<file path="config.mk">
export PLATFORM = sky130hd
export DESIGN_NAME = instruction_sequencer
export DESIGN_NICKNAME = d
export VERILOG_FILES = /design/src/rtl/cpu_pkg.sv /design/src/rtl/opcode_decoder.sv /design/src/rtl/instruction_sequencer.sv
export SDC_FILE = /design/constraint.sdc
export NUM_CORES = 1
export LEC_CHECK = 0
export ABC_AREA = 1
export BUFFER_PORTS_ARGS = -buffer_cell sky130_fd_sc_hd__buf_4
export CAP_MARGIN = 20
export CORE_ASPECT_RATIO = 1.25
export CORE_UTILIZATION = 52
export CTS_BUF_LIST = sky130_fd_sc_hd__clkbuf_4 sky130_fd_sc_hd__clkbuf_8
export DETAILED_ROUTE_END_ITERATION = 7
export PLACE_DENSITY = 0.82
export SKIP_CTS_REPAIR_TIMING = 1
export SYNTH_ARGS = -nofsm -noshare
export SYNTH_HDL_FRONTEND = slang
export SYNTH_SLANG_ARGS = --single-unit
</file>
<file path="constraint.sdc">
create_clock -name Clock -period 1.6 [get_ports Clock]
set_clock_uncertainty 0.2 [all_clocks]
set_input_delay 0.08 -clock Clock [delete_from_list [all_inputs] [get_ports Clock]]
set_output_delay 0.08 -clock Clock [all_outputs]
set_load 0.03 [all_outputs]
</file>
<file path="src/rtl/cpu_pkg.sv">
// Shared definitions for the instruction sequencer slice.
// Holds the opcode and sequencer state encodings, the datapath mux select
// constants, the write-strobe bundle type and the program counter increment helper.
package cpu_pkg;

   typedef enum logic [3:0] {
      OP_00  = 4'd0,
      OP_01  = 4'd1,
      OP_02  = 4'd2,
      OP_03  = 4'd3,
      OP_04  = 4'd4,
      OP_05  = 4'd5,
      OP_06  = 4'd6,
      OP_07  = 4'd7,
      OP_08  = 4'd8,
      OP_09  = 4'd9,
      OP_10  = 4'd10,
      OP_11  = 4'd11,
      OP_JMP = 4'd12,
      OP_JZ  = 4'd13,
      OP_NOP = 4'd14,
      OP_HLT = 4'd15
   } opcode_e;

   typedef enum logic [2:0] {
      ST_IDLE      = 3'd0,
      ST_FETCH     = 3'd1,
      ST_DECODE    = 3'd2,
      ST_EXECUTE   = 3'd3,
      ST_WRITEBACK = 3'd4,
      ST_HALT      = 3'd5
   } seq_state_e;

   // Datapath input mux: immediate operand vs. normal register path
   localparam logic [1:0] MUX_IMM = 2'b11;
   localparam logic [1:0] MUX_REG = 2'b00;

   typedef struct packed {
      logic write_a;
      logic write_b;
      logic write_o;
      logic write_cz;
   } strobe_t;

   // Program counter increment; the 4-bit result wraps 15 -> 0 on purpose
   function automatic logic [3:0] pc_inc(input logic [3:0] pc);
      return pc + 4'd1;
   endfunction

endpackage

</file>
<file path="src/rtl/opcode_decoder.sv">
// Combinational opcode decoder.
// Ports:
//   opcode  in  4  opcode to decode
//   strobes out    register write strobes the opcode would raise in WRITEBACK
//   mux_sel out 2  datapath mux select the opcode needs in EXECUTE/WRITEBACK
module opcode_decoder
   import cpu_pkg::*;
(
   input  logic [3:0] opcode,
   output strobe_t    strobes,
   output logic [1:0] mux_sel
);

   // Opcode to strobe/mux table
   always_comb begin
      strobes = '0;
      mux_sel = MUX_REG;
      case (opcode_e'(opcode))
         OP_00: begin
            strobes.write_cz = 1'b1;
         end
         OP_01: begin
            strobes.write_a  = 1'b1;
            strobes.write_cz = 1'b1;
            mux_sel          = MUX_IMM;
         end
         OP_02: begin
            strobes.write_a = 1'b1;
            strobes.write_o = 1'b1;
         end
         OP_03: begin
            strobes.write_a  = 1'b1;
            strobes.write_cz = 1'b1;
         end
         OP_04: begin
            strobes.write_b  = 1'b1;
            strobes.write_cz = 1'b1;
         end
         OP_05: begin
            strobes.write_b = 1'b1;
         end
         OP_06, OP_07, OP_08, OP_09, OP_10, OP_11: begin
            strobes.write_a  = 1'b1;
            strobes.write_cz = 1'b1;
         end
         OP_JMP, OP_JZ, OP_NOP, OP_HLT: begin
            strobes = '0;
         end
         default: begin
            strobes = '0;
            mux_sel = MUX_REG;
         end
      endcase
   end

endmodule

</file>
<file path="src/rtl/instruction_sequencer.sv">
// Instruction sequencer: steps a 4-bit program counter through a program ROM,
// running each instruction through FETCH, DECODE, EXECUTE and WRITEBACK.
// Ports:
//   Clock      in   1  sole clock, rising edge
//   Reset_n    in   1  synchronous active-low reset
//   Run        in   1  free-run back-to-back instructions while high
//   Step       in   1  rising edge requests one instruction while idle
//   Instr      in   8  ROM data ([7:4] opcode, [3:0] immediate), one cycle after PC_Addr
//   Zflag      in   1  zero flag, sampled during EXECUTE
//   PC_Addr    out  4  program counter / ROM address
//   f_4        out  4  latched opcode (ALU function)
//   Immediate  out  4  latched immediate
//   MuxSelect  out  2  datapath input mux select
//   WriteA/B/O/CZ out 1 register write strobes, WRITEBACK only
//   Busy       out  1  high outside IDLE and HALT
//   Halted     out  1  high in HALT
module instruction_sequencer
   import cpu_pkg::*;
(
   input  logic       Clock,
   input  logic       Reset_n,
   input  logic       Run,
   input  logic       Step,
   input  logic [7:0] Instr,
   input  logic       Zflag,
   output logic [3:0] PC_Addr,
   output logic [3:0] f_4,
   output logic [3:0] Immediate,
   output logic [1:0] MuxSelect,
   output logic       WriteA,
   output logic       WriteB,
   output logic       WriteO,
   output logic       WriteCZ,
   output logic       Busy,
   output logic       Halted
);

   seq_state_e state_r;
   seq_state_e state_next_s;
   logic [3:0] pc_r;
   logic [3:0] pc_next_s;
   logic [7:0] ir_r;
   logic       step_d_r;
   logic       step_rise_s;
   logic       zflag_r;
   logic [3:0] op_src_s;
   opcode_e    ir_op_s;
   strobe_t    dec_strobe_s;
   strobe_t    strobe_next_s;
   strobe_t    strobe_r;
   logic [1:0] dec_mux_s;
   logic [1:0] mux_next_s;
   logic [1:0] mux_r;
   logic       busy_next_s;
   logic       busy_r;
   logic       halted_next_s;
   logic       halted_r;

   assign step_rise_s = Step & ~step_d_r;
   assign ir_op_s     = opcode_e'(ir_r[7:4]);

   // Decoder source: the ROM word while it is being latched, the IR afterwards,
   // so the registered mux select is already valid on entry to EXECUTE
   always_comb begin
      op_src_s = ir_r[7:4];
      if (state_r == ST_DECODE) begin
         op_src_s = Instr[7:4];
      end else begin
         op_src_s = ir_r[7:4];
      end
   end

   opcode_decoder u_opcode_decoder (
      .opcode  (op_src_s),
      .strobes (dec_strobe_s),
      .mux_sel (dec_mux_s)
   );

   // Next-state logic; a Step edge only counts while idle and Run takes precedence
   always_comb begin
      state_next_s = state_r;
      case (state_r)
         ST_IDLE: begin
            if (Run || step_rise_s) begin
               state_next_s = ST_FETCH;
            end else begin
               state_next_s = ST_IDLE;
            end
         end
         ST_FETCH: begin
            state_next_s = ST_DECODE;
         end
         ST_DECODE: begin
            if (opcode_e'(Instr[7:4]) == OP_HLT) begin
               state_next_s = ST_HALT;
            end else begin
               state_next_s = ST_EXECUTE;
            end
         end
         ST_EXECUTE: begin
            state_next_s = ST_WRITEBACK;
         end
         ST_WRITEBACK: begin
            if (Run) begin
               state_next_s = ST_FETCH;
            end else begin
               state_next_s = ST_IDLE;
            end
         end
         ST_HALT: begin
            state_next_s = ST_HALT;
         end
         default: begin
            state_next_s = ST_IDLE;
         end
      endcase
   end

   // Program counter update, applied on the edge leaving WRITEBACK
   always_comb begin
      pc_next_s = pc_r;
      if (state_r == ST_WRITEBACK) begin
         case (ir_op_s)
            OP_JMP: begin
               pc_next_s = ir_r[3:0];
            end
            OP_JZ: begin
               if (zflag_r) begin
                  pc_next_s = ir_r[3:0];
               end else begin
                  pc_next_s = pc_inc(pc_r);
               end
            end
            default: begin
               pc_next_s = pc_inc(pc_r);
            end
         endcase
      end else begin
         pc_next_s = pc_r;
      end
   end

   // Output values for the coming state; registering them keeps strobes glitch-free
   always_comb begin
      strobe_next_s = '0;
      mux_next_s    = MUX_REG;
      busy_next_s   = 1'b0;
      halted_next_s = 1'b0;
      if (state_next_s == ST_WRITEBACK) begin
         strobe_next_s = dec_strobe_s;
      end else begin
         strobe_next_s = '0;
      end
      if ((state_next_s == ST_EXECUTE) || (state_next_s == ST_WRITEBACK)) begin
         mux_next_s = dec_mux_s;
      end else begin
         mux_next_s = MUX_REG;
      end
      if ((state_next_s == ST_IDLE) || (state_next_s == ST_HALT)) begin
         busy_next_s = 1'b0;
      end else begin
         busy_next_s = 1'b1;
      end
      if (state_next_s == ST_HALT) begin
         halted_next_s = 1'b1;
      end else begin
         halted_next_s = 1'b0;
      end
   end

   // State, PC, IR and output registers with synchronous reset
   always_ff @(posedge Clock) begin
      if (!Reset_n) begin
         state_r  <= ST_IDLE;
         pc_r     <= 4'd0;
         ir_r     <= 8'd0;
         step_d_r <= 1'b0;
         zflag_r  <= 1'b0;
         strobe_r <= '0;
         mux_r    <= MUX_REG;
         busy_r   <= 1'b0;
         halted_r <= 1'b0;
      end else begin
         state_r  <= state_next_s;
         pc_r     <= pc_next_s;
         step_d_r <= Step;
         if (state_r == ST_DECODE) begin
            ir_r <= Instr;
         end
         if (state_r == ST_EXECUTE) begin
            zflag_r <= Zflag;
         end
         strobe_r <= strobe_next_s;
         mux_r    <= mux_next_s;
         busy_r   <= busy_next_s;
         halted_r <= halted_next_s;
      end
   end

   assign PC_Addr   = pc_r;
   assign f_4       = ir_r[7:4];
   assign Immediate = ir_r[3:0];
   assign MuxSelect = mux_r;
   assign WriteA    = strobe_r.write_a;
   assign WriteB    = strobe_r.write_b;
   assign WriteO    = strobe_r.write_o;
   assign WriteCZ   = strobe_r.write_cz;
   assign Busy      = busy_r;
   assign Halted    = halted_r;

endmodule

</file>
=== After elaboration in Yosys (flattened, before gate mapping) ===
Cells that the tools add are included.

* Flip-flop bits (word level): 25
* Input port bits: 13
* Output and inout port bits: 20
* Logic and storage cells: 62

* Add/subtract/negate cells: 1
* Eq/ne operators: 22
* Mux-type cells: 14
* Bitwise gates (word level): 2
* Reductions and logical operators: 11

{| class="wikitable"
|+ Operators with widths
! kind !! count
|-
| 4-bit == test (second input constant) || 7
|-
| 3-bit case mux with 6 select lines || 1
|-
| 4-bit by 3-bit == test with 1-bit output (second input constant) || 4
|-
| 3-bit == test (second input constant) || 4
|-
| 10-bit OR reduction || 1
|-
| 3-bit by 2-bit == test with 1-bit output (second input constant) || 3
|-
| 9-bit OR reduction || 1
|-
| 4-bit by 2-bit == test with 1-bit output (second input constant) || 2
|-
| 1-bit 2-to-1 mux || 8
|-
| 4-bit 2-to-1 mux || 2
|-
| 4-bit case mux with 2 select lines || 1
|-
| 3-bit logical NOT || 2
|-
| 4-bit by 1-bit adder with 4-bit output (second input constant) || 1
|-
| 4-bit by 1-bit == test with 1-bit output (second input constant) || 1
|-
| 4-bit logical NOT || 1
|-
| 2-bit AND reduction || 2
|-
| 3-bit by 1-bit == test with 1-bit output (second input constant) || 1
|-
| 1-bit logical OR || 3
|-
| 3-bit 2-to-1 mux || 1
|-
| 2-bit 2-to-1 mux || 1
|-
| 2-bit OR reduction || 1
|-
| 1-bit AND || 1
|-
| 1-bit NOT || 1
|}

=== Depth between registers and ports, before layout ===
Gate-level depths: netlist of the first run.

* Word-level depth: 8
* Gate-level depth with buffers: 9
* Mapped depth without buffers: 9

=== Hierarchy ===
Synthesis of the first run repeated with hierarchy kept, for this count alone.

* Cells, all modules: 170
* Area total of the unflattened synthesis: 1182.4 um2

{| class="wikitable"
|+ By module, submodules not included
! module !! instances !! cells each !! area each (um2) !! sequential area each (um2)
|-
| instruction_sequencer || 1 || 154 || 1113.6 || 500.5
|-
| opcode_decoder || 1 || 16 || 68.8 || 0.0
|}

=== Least setup slack after synthesis of the first run ===
No wires, ideal clock.

* Kind: register to register
* Start: register ir_r[7]
* End: register pc_r[1], in the netlist PC_Addr[1]
* Library setup time: 109 ps
* Arrival time: 1136 ps
* Data required time: 1291 ps
* Setup slack: 155 ps
* Cell stages (with the launch flop): 8
* Path buffers: 0
* Clock period less this slack: 1445 ps
* Cell sequence: dfxtp_1 -> nand2_1 -> nor2_1 -> nand2_1 -> a21oi_1 -> o21ai_1 -> nand2_1 -> inv_1

* Word-level cells in the longest chain between the ends: 2
* Elaborated cells on any way between the ends: 3
* Classes of those cells: eq/ne: 2; mux: 1

{| class="wikitable"
|+ Ends and longest elaborated chain
! element !! line !! source
|-
| start: declaration || instruction_sequencer.sv:42 || <nowiki>logic [7:0] ir_r;</nowiki>
|-
| start signal: assignment || instruction_sequencer.sv:188 || <nowiki>ir_r <= Instr;</nowiki>
|-
| 4-bit == test || instruction_sequencer.sv:123 || <nowiki>case (ir_op_s)</nowiki>
|-
| 4-bit case mux with 2 select lines * || instruction_sequencer.sv:123 ||
|-
| end signal: assignment || instruction_sequencer.sv:185 || <nowiki>pc_r <= pc_next_s;</nowiki>
|-
| end: declaration || instruction_sequencer.sv:40 || <nowiki>logic [3:0] pc_r;</nowiki>
|}

Every way passes the cells marked *; elsewhere a longest branch is shown, timed or not.
A chain may end at the register's enable or synchronous reset.

=== Worst setup path after layout of the first run ===
* Start: register state_r[2]
* End: register mux_r[0], in the netlist MuxSelect[0]

* Word-level cells in the longest chain between the ends: 5
* Elaborated cells on any way between the ends: 14
* Classes of those cells: eq/ne: 8; mux: 3; reduce/logical: 3

{| class="wikitable"
|+ Ends and longest elaborated chain
! element !! line !! source
|-
| start: declaration || instruction_sequencer.sv:38 || <nowiki>seq_state_e state_r;</nowiki>
|-
| start signal: assignment || instruction_sequencer.sv:184 || <nowiki>state_r <= state_next_s;</nowiki>
|-
| 3-bit == test, or another cell as far along || instruction_sequencer.sv:82 || <nowiki>case (state_r)</nowiki>
|-
| 3-bit case mux with 6 select lines || instruction_sequencer.sv:82 ||
|-
| 3-bit by 2-bit == test with 1-bit output / 3-bit == test (equally long branches) || instruction_sequencer.sv:154 || <nowiki>if ((state_next_s == ST_EXECUTE) || (state_next_s == ST_WRITEBACK)) begin</nowiki>
|-
| 1-bit logical OR || instruction_sequencer.sv:154 ||
|-
| 2-bit AND reduction (no line) || - ||
|-
| end signal: assignment || instruction_sequencer.sv:194 || <nowiki>mux_r <= mux_next_s;</nowiki>
|-
| end: declaration || instruction_sequencer.sv:53 || <nowiki>logic [1:0] mux_r;</nowiki>
|}

Parallel ways exist; a longest one is shown, timed or not.

==> results.tsv, run 1 <==
metric	value	unit
run status	complete, but fails checks	
failing checks	negative hold slack	
root buf cell	clkbuf_4	
DP Cell Count	207	
initial antenna violation count	0	
xor/xnor share of the synthesized area	1.60	%
Layout area overhead	40.2	%
Synth Area in Compound Gates	8.24	%
I/O pins	33	
Synth top area share	43.9	%
core area	1980	µm²
CTS clock-pin slew for the worst setup and hold paths	120	ps
cell taking the most area after synthesis	dfxtp_1	
Remaining Overflow, GRT	0	
first-pass GRT wire length	3950	µm
DRT Pass-1 Iters	4	
Simple-Gate Fraction of Synth Area	35.1	%
Synth cell types	23	
die area	2290	µm²
worst hold path class	input port to flip-flop	
Routed Antenna Nets	0	
CP Class	flip-flop to flip-flop	
cells after synthesis	156	
layout cells sized above 1	28.3	%
Post-Synth Adder-Cell Area	1.14	%
CTS tree	yes	
Post-Syn Area	1090	µm²
Final Hold Vio Count	1	
Synth Area per Inst	7.01	µm²
fin cells	225	
IO Port Bufs	32	
Crit path required time	1660	ps
clk sinks	24	
largest net degree at the start of global routing	16	
post-synthesis register bit count	24	
synth top area cells	dfxtp_1, nand2_1, nor2_1	
DRC viols	0	
Final Max Slew Viols	0	
WP data arrival	1610	ps
H-tree levels	1	
CP max FO	8	
Critical Path Sink Type	flip-flop	
initial core utilization	55.2	%
Clock Tree Buf Depth	2	
clk_lat worst skew	310	ps
YS warnings	0	
fin crit share	97.2	%
final-report setup violation count	0	
worst hold slack	-12.6	ps
worst vdd ir	790	µV
CTS Buf Count	3	
DRT iter0 DRCs	34	
CP Launch Type	flip-flop	
max frequency	0.643	GHz
Place WS	73.9	ps
worst-margin pin slew	338	ps
via count	1187	
antenna cells	0	
RSZ-0062 raised after global routing	true	
HPWL Detailed	1870	µm
total power	1.47	mW
commonest non-fill, non-tap cells in the layout	nand2_1, buf_4, nor2_1	
final worst slack	44.3	ps
syn nets	170	
final wirelength	2800	µm
min Tclk post-route	1560	ps
power per cell area	961	nW/µm²
Seq/Total Area, Yosys	43.9	%
routability cong.	0.848	
die width	43.0	µm
Die Ht	53.3	µm
largest family of logic cells by synthesized area	simple AND/OR/NAND/NOR gates	
GRT Total Usage	23.3	%
vias in the first global route	979	
Vias/cell	5.28	
row cnt	18	
post-synthesis mux area share	0	%
Max-Slew Margin vs Limit	77.5	%
Routed WL per cell	12.4	µm
leakage power	0.764	nW
most common cell after layout, fill and taps aside	nand2_1	
MaxCap Viol Count	0	
# nets final	220	
power breakdown:
part / leakage (nW) / switching (mW) / total [mW] / internal (mW)
combinational: 0.547 / 0.296 / 0.478 / 0.182
sequential: 0.196 / 0.0388 / 0.687 / 0.649
clock: 0.0210 / 0.170 / 0.309 / 0.139
critical path: stages, from the launching register on:
cell and delay, ps:
dfxtp_1 430, inv_2 120, nand3_4 120, buf_4 160
nand2_1 90, inv_2 70, nand3_2 60, nand2_2 90
nand3_1 90, nor2_1 80
metal layers:
layer	vias up	track usage, %	part of all wire, %
li1	593	-	-
met1	539	26.1	40
met2	47	41.7	52
met3	8	5.12	5.2
met4	0	10.6	2.9
met5	-	0	0
worst paths after layout:
kind	startpoint	to	slack, ps	depth (start not counted)
worst max-delay path	state_r[2]	MuxSelect[0]	40	9
worst min-delay path	Instr[5]	state_r[2]	-10	5
worst max register to register	state_r[2]	MuxSelect[0]	40	9
worst min register to register	zflag_r	zflag_r	260	2
cell usage after synthesis:
library cell   n
xnor2_1        1
nand3_4        1
a31oi_1        2
nor2_1        23
inv_2          7
nand2_1       40
ha_1           1
clkbuf_1       1
nor2_2         1
a21oi_1        9
nand2_2        3
o21ai_0        4
dfxtp_1       24
o21ai_1        1
nand3_2        2
xor2_1         1
o211ai_1       1
nand3_1       10
nand4_1        4
buf_6          1
nor3_1         2
buf_4          1
inv_1         16
cell type report:
class / instances / area (µm²)
Clock buffer: 4 / 36.3
Multi-Input combinational cell: 106 / 512
Sequential cell: 24 / 485
Inverter: 23 / 86.3
Timing Repair Buffer: 48 / 388
Tap cell: 20 / 25.0
Fill cell: 151 / 449
stage by stage:
stage	util, %	TNS [ps]	instance area [µm²]	hold slack, ps
floorplan	-	0	1090	-26.5
global placement	68.2	0	1350	69.2
detailed placement	68.2	0	1350	81.0
CTS	70.0	0	1390	-246
global route	77.3	-142	1530	21.1
finish	77.3	0	1530	-12.6
registers in the layout, indices dropped and copies added, names as in the netlist:
name       count
ir_r           8
Busy           1
WriteA         1
state_r        3
zflag_r        1
MuxSelect      1
WriteB         1
WriteCZ        1
WriteO         1
step_d_r       1
PC_Addr        4
Halted         1
cell families (layout without fill, tap and decap cells):
logic type / count (synthesis) / after routing
AO/OA/AOI/OAI: 17 / 17
XOR/XNOR: 2 / 2
adder cells (fa/ha/maj): 1 / 1
buffers and inverters: 26 / 75
flip-flops: 24 / 24
AND/OR/NAND/NOR: 86 / 86
Power figures use the tool's default switching activity.
==> run 2: changes to the inputs <==
--- a/config.mk
+++ b/config.mk
@@ -5,11 +5,11 @@
 export SDC_FILE = /design/constraint.sdc
 export NUM_CORES = 1
 export LEC_CHECK = 0
-export ABC_AREA = 1
+export ABC_AREA = 0
 export BUFFER_PORTS_ARGS = -buffer_cell sky130_fd_sc_hd__buf_4
 export CAP_MARGIN = 20
 export CORE_ASPECT_RATIO = 1.25
-export CORE_UTILIZATION = 52
+export CORE_UTILIZATION = 53
 export CTS_BUF_LIST = sky130_fd_sc_hd__clkbuf_4 sky130_fd_sc_hd__clkbuf_8
 export DETAILED_ROUTE_END_ITERATION = 7
 export PLACE_DENSITY = 0.82
==> results.tsv, run 2 <==
metric	value	unit	change
initial core utilization	56.8	%	+1.6 points
run status	complete, but fails checks		
Seq/Total Area, Yosys	42.2	%	-1.7 points
CP Launch Type	flip-flop		
layout cells sized above 1	39.2	%	+11 points
Max-Slew Margin vs Limit	76.5	%	-0.93 points
Layout area overhead	51.2	%	
worst hold slack	-27.5	ps	-14.9 ps
fin cells	209		-7.1%
Worst Hold Path Cells	3		-2
Synth async-reset ratio	0	%	unchanged
YS warnings	0		unchanged
Crit path required time	1610	ps	-50 ps
terminus of the critical flop-to-flop path	Busy		
MaxCap Viol Count	0		unchanged
DRT Pass-1 Iters	4		unchanged
Routed WL per cell	16.9	µm	+36%
top cells by count, synth	dfxtp_1, nand2_1, a21oi_1		
Placement Cell Area	1470	µm²	+9.0%
main flop type after synthesis	dfxtp_1		
antenna cells	0		unchanged
failing checks	negative hold slack, negative setup slack		
row cnt	18		unchanged
CTS clock-pin slew for the worst setup and hold paths	130	ps	about the same
Post-synth EDFFs	0		unchanged
Synth cell types	42		+83%
Synth Area per Inst	8.69	µm²	+24%
I/O pins	33		unchanged
combined area of the multi-input logic cells	666	µm²	+30%
IO Port Bufs	32		unchanged
critical path startpoint	state_r[0]		
Final Max Slew Viols	0		unchanged
Reg2Reg Depth	4		-5
die area	2340	µm²	+2.1%
final wirelength	3540	µm	+26%
clk sinks	24		unchanged
# fillers	107		-29%
min Tclk post-route	1680	ps	+126 ps
Synth top area share	42.2	%	-1.7 points
CP Class	flip-flop to flip-flop		
Hold Path Sink	state_r[0]		
Post-Syn Area	1140	µm²	+4.1%
largest net degree at the start of global routing	13		-3
power per cell area	796	nW/µm²	-17%
fin crit share	105	%	+7.9 points
worst hold path class	input port to flip-flop		
Routed Antenna Nets	0		unchanged
cells after synthesis	131		-16%
post-synthesis register bit count	24		unchanged
max frequency	0.595	GHz	-7.5%
final-report setup violation count	4		+4
clk_lat worst skew	320	ps	about the same
Remaining Overflow, GRT	0		unchanged
fin area	1720	µm²	+12%
final worst slack	-81.4	ps	-126 ps
DRT iter0 DRCs	38		+12%
Reg area	487	µm²	+0.26%
worst-margin pin slew	352	ps	+14.3 ps
first-pass GRT wire length	4700	µm	+19%
most frequent cell after synthesis	dfxtp_1		
routability cong.	0.853		+0.60%
vias in the first global route	1066		+8.9%
DRC viols	0		unchanged
Final Hold Vio Count	1		unchanged
leakage power	0.746	nW	-2.4%
initial antenna violation count	0		unchanged
WP data arrival	1700	ps	+90 ps
CTS tree	yes		
Reg2Reg Setup Slack	-80	ps	-130 ps
synth top area cells	dfxtp_1, nand2_1, a21oi_1		
core area	2000	µm²	+1.1%
syn nets	145		-15%
min-delay src	Step		
CP max FO	6		-2
H-tree levels	1		unchanged
Critical Path Sink Type	flip-flop		
Final Core Density	85.9	%	+8.6 points
Largest Register	ir_r		
GRT Total Usage	27.2	%	+3.9 points
cell taking the most area after synthesis	dfxtp_1		
max reg flops	8		unchanged
Vias/cell	5.85		+11%
most common cell after layout, fill and taps aside	buf_4		
commonest non-fill, non-tap cells in the layout	buf_4, dfxtp_1, nand2_1		
die width	43.5	µm	+1.0%
CTS Buf Count	3		unchanged
Critical R2R Launch	state_r[0]		
HPWL Detailed	2200	µm	+18%
total power	1.37	mW	-7.0%
Die Ht	53.8	µm	+1.0%
worst vdd ir	690	µV	-13%
RSZ-0062 raised after global routing	true		
Clock Tree Buf Depth	2		unchanged
root buf cell	clkbuf_4		
# nets final	205		-6.8%
via count	1223		+3.0%
DP Cell Count	191		-7.7%
[run 2: cell types whose count changed after synthesis, sizes merged, moves of 4 or more]
cell and delta:
nor2 -16, inv -19, buf +4, nor3 +6
nand2 -22, nand3 -12, nor2b +4, mux2i +6
[run 2: per-stage QoR]
stage,setup WS [ps],setup TNS [ps]
after global placement,-103,-469
after floorplan,-83.8,-147
final,-81.4,-163
after detailed placement,-174,-908
after global routing,-146,-632
after CTS,-200,-1330
[run 2: power breakdown]
group	total, mW	switching [mW]	leakage [nW]	internal (mW)
logic	0.430	0.219	0.535	0.210
clock network	0.265	0.177	0.0138	0.0882
registers	0.676	0.0428	0.197	0.633
total	1.37	0.439	0.746	0.931
[run 2: layer usage]
layer,wire length (µm),track usage (%),vias to the layer above
met5,0,0,-
met1,1460,33.1,598
met2,1870,47.7,36
met3,103,3.69,11
li1,-,-,578
met4,108,12.0,0
[run 2: layout make-up]
type | instances | share of cell area [%]
inverters | 4 | 0.872
well taps | 20 | 1.45
repair buffers | 63 | 29.4
clock buffers | 3 | 1.31
multi-input cells | 95 | 38.7
flip-flops and latches | 24 | 28.3
[run 2: how the worst max path moves through the flow]
stage                   to  slack (ps)  depth (start not counted)
floorplan           WriteA         -80                          6
global placement    WriteA        -100                          4
detailed placement    Busy        -170                          4
CTS                   Busy        -200                          4
finish                Busy         -80                          4
global route          Busy        -150                          4
[run 2: kinds of logic after synthesis]
logic type | count (synthesis) | share of synthesized area, %
and+or+nand+nor | 59 | 27.8
AOI/OAI and AO/OA | 27 | 14.9
DFF | 24 | 42.2
buffers and inverters | 12 | 5.82
muxes | 7 | 7.36
xor gates and xnor gates | 1 | 0.769
adders and majority gates | 1 | 1.10
[run 2: worst max-delay path, stage by stage, from the launching register on]
cell and delay (ps):
dfxtp_4 400, or3b_4 390, o211ai_1 130, nor2_1 110, o311a_1 360
==> run 3: changes to the inputs <==
--- a/config.mk
+++ b/config.mk
@@ -9,11 +9,12 @@
 export BUFFER_PORTS_ARGS = -buffer_cell sky130_fd_sc_hd__buf_4
 export CAP_MARGIN = 20
 export CORE_ASPECT_RATIO = 1.25
-export CORE_UTILIZATION = 53
+export CORE_UTILIZATION = 52
 export CTS_BUF_LIST = sky130_fd_sc_hd__clkbuf_4 sky130_fd_sc_hd__clkbuf_8
 export DETAILED_ROUTE_END_ITERATION = 7
-export PLACE_DENSITY = 0.82
+export PLACE_DENSITY = 0.81
 export SKIP_CTS_REPAIR_TIMING = 1
 export SYNTH_ARGS = -nofsm -noshare
 export SYNTH_HDL_FRONTEND = slang
+export SYNTH_HIERARCHICAL = 1
 export SYNTH_SLANG_ARGS = --single-unit
==> results.tsv, run 3 <==
metric	value	unit	change
run status	complete, but fails checks		
failing checks	design-rule violations, negative setup slack		
Reg area	507	µm²	+4.1%
terminus of the critical flop-to-flop path	WriteCZ		
Synth Area per Inst	9.24	µm²	+6.4%
clk sinks	25		+4.2%
total power	1.44	mW	+5.1%
largest family of logic cells by synthesized area	simple AND/OR/NAND/NOR gates		
Final Max Slew Viols	0		unchanged
Largest Register	ir_r		
GRT Total Usage	25.1	%	-2.1 points
post-synthesis mux area share	11.2	%	+3.8 points
Max-Slew Margin vs Limit	76.2	%	-0.31 points
Synth top area share	44.7	%	+2.5 points
worst hold path class	input port to flip-flop		
Remaining Overflow, GRT	0		unchanged
Layout area overhead	57.5	%	
via count	1228		+0.41%
clk_lat worst skew	320	ps	about the same
leakage power	0.785	nW	+5.2%
CTS tree	yes		
Post-Synth Adder-Cell Area	1.12	%	+0.020 points
initial antenna violation count	0		unchanged
Routed Antenna Nets	0		unchanged
vias in the first global route	1033		-3.1%
DRC viols	2		+2
min Tclk post-route	2060	ps	+377 ps
die area	2340	µm²	+0.13%
initial core utilization	55.8	%	-1.0 points
row cnt	18		unchanged
commonest non-fill, non-tap cells in the layout	buf_4, dfxtp_1, nor2_1		
CTS Buf Count	3		unchanged
final worst slack	-458	ps	-377 ps
Hold Path Sink	MuxSelect[1]		
first-pass GRT wire length	4400	µm	-6.4%
Worst Hold Path Cells	5		+2
fin crit share	129	%	+24 points
top cells by count, synth	dfxtp_1, nor2_1, nand2_1		
# fillers	98		-8.4%
YS warnings	6		+6
Clock Tree Buf Depth	2		unchanged
DRT iter0 DRCs	42		+11%
DRT Pass-1 Iters	6		+2
MaxCap Viol Count	0		unchanged
final-report setup violation count	18		+14
most frequent cell after synthesis	dfxtp_1		
CP max stage delay	390	ps	about the same
Worst Path Buf+Inv	2		+2
H-tree levels	1		unchanged
Crit path required time	1670	ps	+60 ps
Synth cell types	37		-12%
Die Ht	53.9	µm	about the same
antenna cells	0		unchanged
Simple-Gate Fraction of Synth Area	27.4	%	-0.40 points
post-synthesis register bit count	25		+4.2%
Reg2Reg Setup Slack	-460	ps	-380 ps
CP max FO	5		-1
Critical Path Sink Type	flip-flop		
CP delay by family, top	simple AND/OR/NAND/NOR gates		
max frequency	0.486	GHz	-18%
CP Launch Type	flip-flop		
# nets final	199		-2.9%
most common cell after layout, fill and taps aside	buf_4		
worst vdd ir	728	µV	+5.6%
I/O pins	33		unchanged
root buf cell	clkbuf_4		
Routed WL per cell	18.7	µm	+10%
layout cells sized above 1	44.6	%	+5.4 points
cell taking the most area after synthesis	dfxtp_1		
WP data arrival	2120	ps	+420 ps
Synth async-reset ratio	0	%	unchanged
Reg2Reg Depth	7		+3
RSZ-0062 raised after global routing	true		
CP cell instances	inv_2 > nor3_4 > buf_4 > mux2_2 > a21o_1 > a21oi_2 > and2_1		
Slowest cell on crit path	mux2_2		
Final Hold Vio Count	0		-1
DP Cell Count	183		-4.2%
power per cell area	818	nW/µm²	+2.7%
cells after synthesis	121		-7.6%
CTS clock-pin slew for the worst setup and hold paths	140	ps	about the same
Vias/cell	6.02		+2.9%
fin cells	204		-2.4%
fin area	1760	µm²	+2.3%
combined area of the multi-input logic cells	652	µm²	-2.1%
Synth Area in Compound Gates	11.3	%	-3.6 points
Placement Cell Area	1500	µm²	+1.5%
IO Port Bufs	32		unchanged
die width	43.5	µm	about the same
CP Class	flip-flop to flip-flop		
main flop type after synthesis	dfxtp_1		
HPWL Detailed	2070	µm	-6.1%
Seq/Total Area, Yosys	44.7	%	+2.5 points
core area	2000	µm²	unchanged
largest net degree at the start of global routing	14		+1
Place WS	-304	ps	-130 ps
min-delay src	Instr[5]		
Post-synth EDFFs	0		unchanged
max reg flops	8		unchanged
routability cong.	0.790		-7.3%
syn nets	135		-6.9%
worst-margin pin slew	355	ps	+3.44 ps
final wirelength	3810	µm	+7.6%
Post-Syn Area	1120	µm²	-1.8%
Final Core Density	87.9	%	+2.0 points
synth top area cells	dfxtp_1, mux2i_1, and2_1		
Critical R2R Launch	state_r[1]		
xor/xnor share of the synthesized area	0	%	-0.77 points
==> run 3: cells by family after synthesis <==
kind of cell	count (synthesis)
flops	25
mux	12
simple gates	53
buf+inv	11
compound gates	19
fa+ha+maj	1
==> run 3: layer usage <==
metal	vias to the layer above	part of all wire [%]	wire length [µm]	track usage, %
li1	550	-	-	-
met1	591	35	1330	27.9
met2	66	55	2100	47.7
met3	21	5.3	203	2.35
met4	0	4.7	180	12.0
met5	-	0	0	0
==> run 3: tightest hold or removal path, delay by kind of cell <==
family / cells / cell delay, ps
buf+inv: 2 / 160
mux: 1 / 180
simple gates: 2 / 80
==> run 3: layout make-up <==
cell class              count  area share (%)
inverters                   7            1.49
well taps                  20            1.42
flip-flops and latches     25            28.8
multi-input cells          85            37.0
repair buffers             63            29.6
clock buffers               4            1.70
==> run 3: metrics by stage <==
step           hold slack, ps  setup TNS (ps)
2_1_floorplan            1.71           -2100
3_3_place_gp             89.5            -961
3_5_place_dp             98.6           -1320
4_1_cts                  -229           -1580
5_1_grt                  22.9           -4290
6_report                 10.4           -3350
==> run 3: worst max-delay path by stage <==
stage          startpoint      endpoint  slack, ps  cells past startpoint
6_report       state_r[1]       WriteCZ       -460                      7
4_1_cts        state_r[2]  MuxSelect[0]       -340                      5
3_3_place_gp   state_r[2]       WriteCZ       -210                      6
2_1_floorplan  state_r[2]  MuxSelect[1]       -440                      7
3_5_place_dp   state_r[2]  MuxSelect[0]       -300                      5
5_1_grt        state_r[1]       WriteCZ       -520                      7
==> run 3: report_power, final <==
part	switching, mW	internal (mW)
Sequential	0.0248	0.654
Clock	0.187	0.114
Combinational	0.238	0.223
Total	0.449	0.991
